## src/rtl/fetch_unit_pkg.sv

```systemverilog
// Shared CPU definitions used by the fetch stage.
// Holds the fetch FSM encoding and the instruction-size constant.
package fetch_unit_pkg;

    typedef enum logic [1:0] {
        FS_IDLE  = 2'd0,
        FS_FETCH = 2'd1,
        FS_VALID = 2'd2,
        FS_ERROR = 2'd3
    } fetch_state_e;

    localparam logic [31:0] INSTR_SIZE = 32'd4;

    function automatic logic is_word_aligned(input logic [31:0] addr);
        return (addr[1:0] == 2'b00);
    endfunction

endpackage

```

## src/rtl/fetch_unit.sv

```systemverilog
// Instruction fetch: owns the PC, issues one memory read per
// instruction and presents the word to decode via valid/ready.
module fetch_unit
    import fetch_unit_pkg::*;
#(
    parameter logic [31:0] RESET_PC = 32'h0000_0000
) (
    input  logic        clk,
    input  logic        rst_n,
    input  logic [31:0] next_pc,
    output logic [31:0] pc,
    output logic [31:0] pc_plus,
    output logic        imem_req,
    output logic [31:0] imem_addr,
    input  logic        imem_ack,
    input  logic [31:0] imem_rdata,
    output logic [31:0] instr,
    output logic        instr_valid,
    input  logic        instr_ready,
    output logic        fetch_err,
    output logic [31:0] fetch_count
);

    fetch_state_e state_q, state_d;
    logic [31:0]  pc_q, pc_d;
    logic [31:0]  instr_q, instr_d;
    logic [31:0]  count_q, count_d;
    logic         xfer;

    assign xfer = (state_q == FS_VALID) && instr_ready;

    // Next-state, PC, instruction and counter updates.
    always_comb begin
        state_d = state_q;
        pc_d    = pc_q;
        instr_d = instr_q;
        count_d = count_q;
        unique case (state_q)
            FS_IDLE: begin
                state_d = FS_FETCH;
            end
            FS_FETCH: begin
                if (imem_ack) begin
                    instr_d = imem_rdata;
                    state_d = FS_VALID;
                end
            end
            FS_VALID: begin
                if (xfer) begin
                    pc_d    = next_pc;
                    count_d = count_q + 32'd1;
                    if (is_word_aligned(next_pc)) begin
                        state_d = FS_FETCH;
                    end else begin
                        state_d = FS_ERROR;
                    end
                end
            end
            FS_ERROR: begin
                state_d = FS_ERROR;
            end
            default: begin
                state_d = FS_IDLE;
            end
        endcase
    end

    // FSM and PC registers; reset abandons any fetch in flight.
    always_ff @(posedge clk or negedge rst_n) begin
        if (!rst_n) begin
            state_q <= FS_IDLE;
            pc_q    <= RESET_PC;
            instr_q <= 32'd0;
            count_q <= 32'd0;
        end else begin
            state_q <= state_d;
            pc_q    <= pc_d;
            instr_q <= instr_d;
            count_q <= count_d;
        end
    end

    assign pc          = pc_q;
    assign pc_plus     = pc_q + INSTR_SIZE;
    assign imem_req    = (state_q == FS_FETCH);
    assign imem_addr   = pc_q;
    assign instr       = instr_q;
    assign instr_valid = (state_q == FS_VALID);
    assign fetch_err   = (state_q == FS_ERROR);
    assign fetch_count = count_q;

endmodule

```

## config.mk

```make
export PLATFORM = sky130hd
export DESIGN_NAME = fetch_unit
export DESIGN_NICKNAME = d
export VERILOG_FILES = /design/src/rtl/fetch_unit_pkg.sv /design/src/rtl/fetch_unit.sv
export SDC_FILE = /design/constraint.sdc
export NUM_CORES = 1
export LEC_CHECK = 0
export CAP_MARGIN = 15
export CORE_UTILIZATION = 42
export CTS_BUF_LIST = sky130_fd_sc_hd__clkbuf_2 sky130_fd_sc_hd__clkbuf_4 sky130_fd_sc_hd__clkbuf_8
export CTS_CLUSTER_DIAMETER = 40
export DETAILED_ROUTE_END_ITERATION = 16
export GPL_TIMING_DRIVEN = 0
export HOLD_SLACK_MARGIN = 0.1
export PLACE_DENSITY = 0.81
export SLEW_MARGIN = 20
export SYNTH_ARGS = -nofsm -noshare
export SYNTH_HDL_FRONTEND = slang
export SYNTH_SLANG_ARGS = --single-unit
```

## constraint.sdc

```tcl
create_clock -name clk -period 2.3 [get_ports clk]
set_input_delay 0.46 -clock clk [delete_from_list [all_inputs] [get_ports clk]]
set_output_delay 0.46 -clock clk [all_outputs]
set_load 0.005 [all_outputs]
```

==> run metrics <==
status=finished with violations; failing checks=negative setup slack; antenna cells=0; Bufs on Longest Clock Path=2; Setup crit end kind=output pin; Relative slew margins=roughly 67%; Worst Hold Class=in2reg; pwr dens=around 860 nW/µm²; setup ws final=-0.269 ns; top cells by area, synth=dfrtp_1 (51%), mux2_2 (15%), xnor2_1 (8.8%), buf_4 (5.4%), nand4_1 (3.3%); placed inst area=just over 7000 µm²; post-synthesis compound-gate area fraction=less than 1%; setup violators final=18; routed len/inst=approximately 17 µm; Tcrit/Tclk final=112%; CTS Buf Count=9; kind of critical path=reg2out; combinational family with the most area after synthesis=multiplexers; peak fanout along the critical path=4; XOR/XNOR Fraction of Synth Area=10.8%; post-route ant nets=0; area leader, netlist=dfrtp_1; most common cell after layout, fill and taps aside=clkdlybuf4s50_1; Core Box Area=around 11,000 µm²; met1 Use GR=approximately 28%; routed wire length=between 10 and 15 mm; CTS Root Buffer Type=clkbuf_8; Fill cells=around 750; initial core utilization=43.6%; dpl cells=759; CP arrival=~2.1 ns; CP Launch Type=flop; layout cell share with drive strength beyond 1=a little over a third; max_cap viols=0; IO Count=around 230; post-DP HPWL=9.79 mm; Multi-input gate area=2100 µm²; Die Y=about 110 µm; CTS tree=done; sequential-to-total area share from yosys stat=between 50% and 60%; Post-Syn Area=4770 µm²; Synth top area share=just over 50%; register area=~2500 µm²; Final Max Tran Viols=0; Clock Sinks=between 90 and 100; Post-Synth Simple-Gate Area=between 10% and 20%; clk_lat worst skew=~0.36 ns; DIE WIDTH=between 100 and 150 µm; via count=~4,200; Layout area overhead=66.8%; Mapped Cells=around 390; post-synthesis adder-cell area fraction=less than 1%; Row Count=38; Leak=approximately 3.6 nW; vias in the first global route=roughly 4,100; Design Power=between 0.006 and 0.007 W; final hold violation count=0; largest net degree at the start of global routing=between 70 and 80; vias per cell=between 5 and 6; hold slack=0.344 ns; YS warnings=0; Mapped Nets=roughly 460; Final Critical Period=about 2.6 ns; Fmax=a little under 0.4 GHz; final non-filler cell area=7960 µm²; final std cells w/o fill=827; gp weighted congestion=0.833; final setup TNS=-2.20 ns; Final #Nets=about 750; final clock skew=about 0.0076 ns; Initial DRT Pass Iterations=4; CP Data Required Time=around 1.8 ns; #FFs+latches synth=98; GRT Resource Usage Total=between 20% and 30%; First DRT Iteration DRCs=200; most frequent cells in the layout=clkdlybuf4s50_1 (200), dfrtp_1 (82), buf_4 (75); met3 usage=between 6 and 7%; Synth Area per Inst=12.3 µm²; Worst Tran Pin Value=approximately 0.5 ns; first-pass GRT wire length=approximately 21 mm; M2 GR Usage=41.8%; Most Crowded Layer GR=met2; VDD IR max=about 0.59 mV; total die area=~12,000 µm²; post-synthesis mux area share=approximately 15%; GRT Residual Overflow=0; count of cell types in the netlist=31; RSZ-0062 raised after global routing=true; DRC=0; input/output buffers=229; H-tree levels=3; clk slew on worst S/H paths=0.09 ns; initial antenna violation count=0
## worst max-delay path, cell delays in order, from the launching register on
cell	delay (ns)
dfrtp_2	0.40
nand4_1	0.19
buf_4	0.19
or2_4	0.23
buf_6	0.12
buf_6	0.12
nor3_4	0.17
xor2_1	0.19
buf_2	0.14
## synth_stat cells (all sizes together)
cell,instances
nor2,14
nand2,16
and4,8
nand3,23
and3,12
mux2,65
clkbuf,1
or2,1
buf,43
and2,3
nor4,2
dfrtp,98
nand2b,1
a21oi,1
xor2,11
o21a,1
xnor2,48
nand4,27
nor2b,1
inv,4
ha,2
nor3,5
nand4b,2
## routing by layer
| metal | up-vias | share of wire, % |
|---|---|---|
| met3 | 23 | 8.6 |
| met4 | 0 | 2.1 |
| li1 | 1921 | - |
| met1 | 2071 | 38 |
| met2 | 196 | 52 |
| met5 | - | 0 |
## state kept, by name, summed over array words and instances (netlist names)
register / count
instr: 32
fetch_count: 32
imem_addr: 32
state_q: 2
## worst paths after layout
| check | start | end | slack (ns) | depth (start not counted) |
|---|---|---|---|---|
| min | instr_ready | state_q[0] | 0.34 | 2 |
| max reg2reg | state_q[1] | imem_addr[20] | 0.47 | 5 |
| max in group asynchronous | rst_n | imem_addr[19] | 1.14 | 3 |
| min reg2reg | fetch_count[31] | fetch_count[31] | 0.48 | 1 |
| max | imem_addr[3] | pc_plus[17] | -0.27 | 8 |
| min in group asynchronous | rst_n | instr[12] | 0.50 | 2 |
## where the power goes
part / internal [W] / total, W / switching, W
Clock: 0.000541 / 0.00112 / 0.000576
Combinational: 0.00219 / 0.00315 / 0.000960
Sequential: 0.00216 / 0.00257 / 0.000415
## repair_timing
item,4_1_cts,5_1_grt
setup buffers,34,20
hold buffers,1,0
setup endpoints to repair,27,23
endpoints found under the hold margin,22,0
gates resized for setup,126,15
pin swaps,25,18
## kinds of logic (layout without fill, tap and decap cells)
kind of cell	after synthesis	in the layout
simple gates	115	115
fa+ha+maj	2	2
flops	98	98
mux	65	65
buf+inv	48	346
xor+xnor	59	59
compound gates	2	2
## stage by stage
stage	worst slack (ns)	utilization, %
floorplan	0.441	-
global placement	-2.84	66.2
detailed placement	-0.409	66.4
CTS	-0.194	71.3
global route	-0.322	72.8
finish	-0.269	72.8
## area by class of cell
type	instances	share of cell area, %
plain buffers	43	4.06
repair buffers	284	33.6
clock buffers	11	1.82
well taps	140	2.20
clock inverters	4	0.660
flip-flops and latches	98	31.1
multi-input cells	243	26.4
inverters	4	0.189
No activity file was read; power rests on OpenSTA's default activity.
